<file path="src/rtl/mem_arbiter.sv">
// Single-port memory arbiter between instruction fetch and data access.
// Data wins ties unless fetch has already waited out MAX_WAIT data grants.
module mem_arbiter #(
    parameter int ADDR_W   = 32,
    parameter int DATA_W   = 32,
    parameter int MAX_WAIT = 4
) (
    input  logic              clock,
    input  logic              reset,
    input  logic              i_req,
    input  logic [ADDR_W-1:0] i_addr,
    output logic [DATA_W-1:0] i_rdata,
    output logic              i_ready,
    output logic              i_stall,
    input  logic              d_req,
    input  logic              d_we,
    input  logic              d_byte,
    input  logic [ADDR_W-1:0] d_addr,
    input  logic [DATA_W-1:0] d_wdata,
    output logic [DATA_W-1:0] d_rdata,
    output logic              d_ready,
    output logic              d_stall,
    output logic              mem_req,
    output logic              mem_we,
    output logic              mem_byte,
    output logic [ADDR_W-1:0] mem_addr,
    output logic [DATA_W-1:0] mem_wdata,
    input  logic [DATA_W-1:0] mem_rdata,
    input  logic              mem_ack
);
    localparam int                WAIT_W   = $clog2(MAX_WAIT + 1);
    localparam logic [WAIT_W-1:0] WAIT_MAX = WAIT_W'(MAX_WAIT);

    typedef enum logic [1:0] {IDLE, BUSY_I, BUSY_D} state_t;

    state_t            state;
    logic [WAIT_W-1:0] wait_cnt;
    logic              i_elig;
    logic              d_elig;
    logic              grant_i;
    logic              grant_d;

    // A port in its ready cycle is not eligible, so its next request
    // cannot be granted before the edge that ends the pulse.
    always_comb begin
        i_elig  = i_req & ~i_ready;
        d_elig  = d_req & ~d_ready;
        grant_d = (state == IDLE) & d_elig & (~i_elig | (wait_cnt != WAIT_MAX));
        grant_i = (state == IDLE) & i_elig & ~grant_d;
    end

    assign i_stall = i_req & ~i_ready;
    assign d_stall = d_req & ~d_ready;

    always_ff @(posedge clock or negedge reset) begin
        if (!reset) begin
            state     <= IDLE;
            wait_cnt  <= '0;
            i_rdata   <= '0;
            i_ready   <= 1'b0;
            d_rdata   <= '0;
            d_ready   <= 1'b0;
            mem_req   <= 1'b0;
            mem_we    <= 1'b0;
            mem_byte  <= 1'b0;
            mem_addr  <= '0;
            mem_wdata <= '0;
        end else begin
            i_ready <= 1'b0;
            d_ready <= 1'b0;
            case (state)
                IDLE: begin
                    if (grant_d) begin
                        if (i_req && (wait_cnt != WAIT_MAX))
                            wait_cnt <= wait_cnt + 1'b1;
                        mem_addr  <= d_addr;
                        mem_we    <= d_we;
                        mem_byte  <= d_byte;
                        mem_wdata <= d_wdata;
                        mem_req   <= 1'b1;
                        state     <= BUSY_D;
                    end else if (grant_i) begin
                        wait_cnt  <= '0;
                        mem_addr  <= i_addr;
                        mem_we    <= 1'b0;
                        mem_byte  <= 1'b0;
                        mem_wdata <= '0;
                        mem_req   <= 1'b1;
                        state     <= BUSY_I;
                    end
                end
                BUSY_I: begin
                    if (mem_ack) begin
                        i_rdata <= mem_rdata;
                        i_ready <= 1'b1;
                        mem_req <= 1'b0;
                        state   <= IDLE;
                    end
                end
                BUSY_D: begin
                    if (mem_ack) begin
                        // Stores keep the last load value visible.
                        if (!mem_we)
                            d_rdata <= mem_rdata;
                        d_ready <= 1'b1;
                        mem_req <= 1'b0;
                        state   <= IDLE;
                    end
                end
                default: state <= IDLE;
            endcase
        end
    end
endmodule

</file>
<file path="config.mk">
export PLATFORM = sky130hd
export DESIGN_NAME = mem_arbiter
export DESIGN_NICKNAME = d
export VERILOG_FILES = /design/src/rtl/mem_arbiter.sv
export SDC_FILE = /design/constraint.sdc
export NUM_CORES = 1
export LEC_CHECK = 0
export ABC_CLOCK_PERIOD_IN_PS = 3050
export CAP_MARGIN = 10
export CORE_AREA = 2 2 105 107
export CTS_BUF_LIST = sky130_fd_sc_hd__clkbuf_8
export DETAILED_ROUTE_END_ITERATION = 10
export DIE_AREA = 0 0 107 109
export DONT_BUFFER_PORTS = 1
export HOLD_SLACK_MARGIN = 0.08
export PLACE_DENSITY = 0.75
export SETUP_SLACK_MARGIN = 0.15
export SKIP_LAST_GASP = 1
export SLEW_MARGIN = 10
export SYNTH_ARGS = -nofsm -noshare
export SYNTH_HDL_FRONTEND = slang
export SYNTH_SLANG_ARGS = --single-unit
</file>
<file path="constraint.sdc">
create_clock -name clock -period 3.05 [get_ports clock]
set_input_delay 0.61 -clock clock [delete_from_list [all_inputs] [get_ports clock]]
set_output_delay 0.61 -clock clock [all_outputs]
set_load 0.005 [all_outputs]
</file>
==> summary.md <==
| Metric | Value |
|---|---|
| CP endpoint kind | `flip-flop` |
| Clock Skew | `0.00559 ns` |
| GRT overflow | `0` |
| Layout Utilization | `between 50% and 60%` |
| Total CTS buffers | `17` |
| Tmin final | `about 2.4 ns` |
| Final setup margin | `approximately 0.7 ns` |
| Hold Fails Final Rpt | `138` |
| Switch share | `about a third` |
| Placed insts | `around 520` |
| Worst Max-Slew Pin Slew | `~0.86 ns` |
| Pwr per Cell Area | `1080 mW/mm^2` |
| # clock sinks | `between 100 and 150` |
| Die Height | `approximately 110 um` |
| Part of the power in registers | `a little over half` |
| Data required, critical path | `~3.4 ns` |
| CP max FO | `25` |
| Placed cell areas | `0.00575 sq mm` |
| Clock tree buffer depth | `2` |
| Final Non-Filler Cells | `~550` |
| CTS tree | `yes` |
| Synth async-reset ratio | `100%` |
| Synthesized cell area | `0.00571 sq mm` |
| Hold_ws | `-0.134 ns` |
| Vias in the first global route | `3617` |
| Clock share of power | `between 10% and 20%` |
| Fin area | `~0.0061 sq mm` |
| Post-Place Setup Slack | `about 0.75 ns` |
| Clk slew on worst S/H paths | `around 0.07 ns` |
| Relative slew margins | `between 40% and 50%` |
| Seq cells post-synth | `between 100 and 150` |
| DRT antenna net count | `0` |
| Drt pass-1 iters | `5` |
| # rows | `38` |
| Global-route wire length before repair | `slightly below 20 mm` |
| GRT Overall Usage | `22.5%` |
| Number of port buffers | `0` |
| Largest net degree at the start of global routing | `~140` |
| Root buffer cell | `clkbuf_8` |
| Ranking of synthesized cells by area | `dfrtp_1 (60%), mux2_2 (12%), a22o_1 (5.2%), a221o_1 (4.0%), and3_1 (2.5%)` |
| Synth warn | `0` |
| CORE AREA | `0.0106 sq mm` |
| Post-cts gate resize count | `0` |
| Max Fclk | `~420 MHz` |
| DR iter-0 viols | `between 300 and 400` |
| Drt via density | `6.47` |
| Comb pwr share | `about 28%` |
| Worst hold path type | `primary input to asynchronous set/reset pin` |
| Most frequent cells in the layout | `dfrtp_1 (138), mux2_2 (63), a22o_1 (34)` |
| Most common cell after layout, fill and taps aside | `dfrtp_1` |
| Antenna violations before repair | `0` |
| Post-Synthesis Cells | `401` |
| Detailed Place HPWL | `9.41 mm` |
| Slew Limit Fails | `0` |
| Period Utilization, post-route | `between 70% and 80%` |
| Cell Chain, Critical Path | `nand2b_2 -> inv_1 -> o21ai_4 -> buf_4 -> a22o_1` |
| Max incr delay on CP | `0.57 ns` |
| H-tree levels | `4` |
| Syn Nets | `approximately 540` |
| Register area share after synthesis | `60.5%` |
| Drt drc | `0` |
| Crit-path slowest cell | `dfrtp_1` |
| Full die area | `0.0117 sq mm` |
| NetSw | `approximately 2.3 mW` |
| Ant diodes | `0` |
| Top cell type's share of synthesized area | `between 60% and 70%` |
| Postcts setup bufs | `0` |
| Total Power | `~6.6 mW` |
| Die X | `107 um` |
| Arrival @ worst endpoint | `approximately 2.7 ns` |
| Failing checks | `negative hold slack` |
| Int Power | `roughly 4.4 mW` |
| Routed WL | `roughly 13 mm` |
| Worst-Skew Late Latency | `about 0.43 ns` |
| Maxcap violations | `0` |
| WS Path Type | `flip-flop to flip-flop` |
| Number of synthesized flops with an enable pin | `0` |
| P_leak | `between 2 and 3 nW` |
| Leading area contributor after synthesis | `dfrtp_1` |
| Avg Cell Area, Syn | `around 14 sq um` |
| Synth-to-layout area growth | `6.88%` |
| Final TNS setup | `0 ns` |
| Io pins | `270` |
| Setup-failing EPs final | `0` |
| Maximum VDD drop | `0.599 mV` |
| Last weighted congestion value of the routability-driven placer | `roughly 0.8` |
| Routed wire per std cell | `approximately 24 um` |
| Ys flop type | `dfrtp_1` |
| Vias | `approximately 3500` |
| RSZ-0062 raised after global routing | `no` |
| Initial core utilization | `53.9%` |
| Layout cell share with drive strength beyond 1 | `roughly a quarter` |
| Layout net count | `~540` |
| Nature of the critical path startpoint | `flip-flop` |
| Distinct cell type count after synthesis | `just over 40` |
| Status | `finished, violations left` |
-- sequential cells by signal, indices dropped and copies added, names as in the netlist, 2 cells and up --
signal / count
mem_addr: 32
d_rdata: 32
i_rdata: 32
state: 2
mem_wdata: 32
wait_cnt: 3
-- cells in the mapped netlist, types with 9 or more instances --
| cell type | count |
|---|---|
| a22o_1 | 34 |
| clkbuf_1 | 10 |
| and3_1 | 23 |
| inv_1 | 10 |
| and4b_1 | 10 |
| a221o_1 | 23 |
| mux2_2 | 63 |
| a221oi_1 | 9 |
| o21ai_0 | 9 |
| dfrtp_1 | 138 |
| a2bb2oi_1 | 9 |
| buf_2 | 14 |
-- kinds of logic (layout without fill, tap and decap cells) --
family,count (synthesis),after routing,share of synthesized area (%)
flip-flops,138,138,60.5
buffers and inverters,44,50,4.18
adder cells (fa/ha/maj),6,6,1.31
multiplexers,64,64,12.6
AND/OR/NAND/NOR,48,48,6.27
AO/OA/AOI/OAI,101,101,15.1
-- critical path: cells and delay by family (launching register included) --
family	cells	cell delay, ns
flops	1	0.57
buf+inv	2	0.58
simple gates	1	0.36
compound gates	2	0.75
-- per-layer routing --
metal	vias to the layer above	track usage, %	routed length [um]
met5	-	0	0
met4	0	9.09	244
met1	1777	25.0	4660
li1	1512	-	-
met2	226	36.6	6800
met3	25	12.0	1650
-- worst paths after layout --
| path | to | slack [ns] | depth (start not counted) | start |
|---|---|---|---|---|
| worst max-delay path | mem_wdata[30] | 0.69 | 5 | d_ready |
| worst min-delay path | i_rdata[2] | -0.13 | 0 | reset |
| worst max register to register | mem_wdata[30] | 0.69 | 5 | d_ready |
| worst min register to register | wait_cnt[0] | 0.52 | 1 | wait_cnt[0] |
| max in group asynchronous | mem_addr[3] | 3.01 | 0 | reset |
| min in group clock | d_rdata[12] | 0.31 | 1 | mem_rdata[12] |
-- layout make-up --
type                       count  area (sq um)
timing repair buffer           7          52.6
clock buffer                  18           248
sequential                   138          3450
fill                         840          4500
tap                          140           175
inverter                      11          41.3
multi-input combinational    219          2030
clock inverter                14           108
-- power groups by stage --
stage / Sequential (mW) / Clock (mW) / Combinational [mW]
floorplan: 3.23 / 0 / 1.61
global placement: 3.49 / 0 / 1.71
detailed placement: 3.51 / 0 / 1.82
CTS: 3.48 / 1.36 / 1.84
global route: 3.57 / 1.44 / 2.00
finish: 3.47 / 1.32 / 1.82
Note: power is estimated with default switching activity, not from simulation.
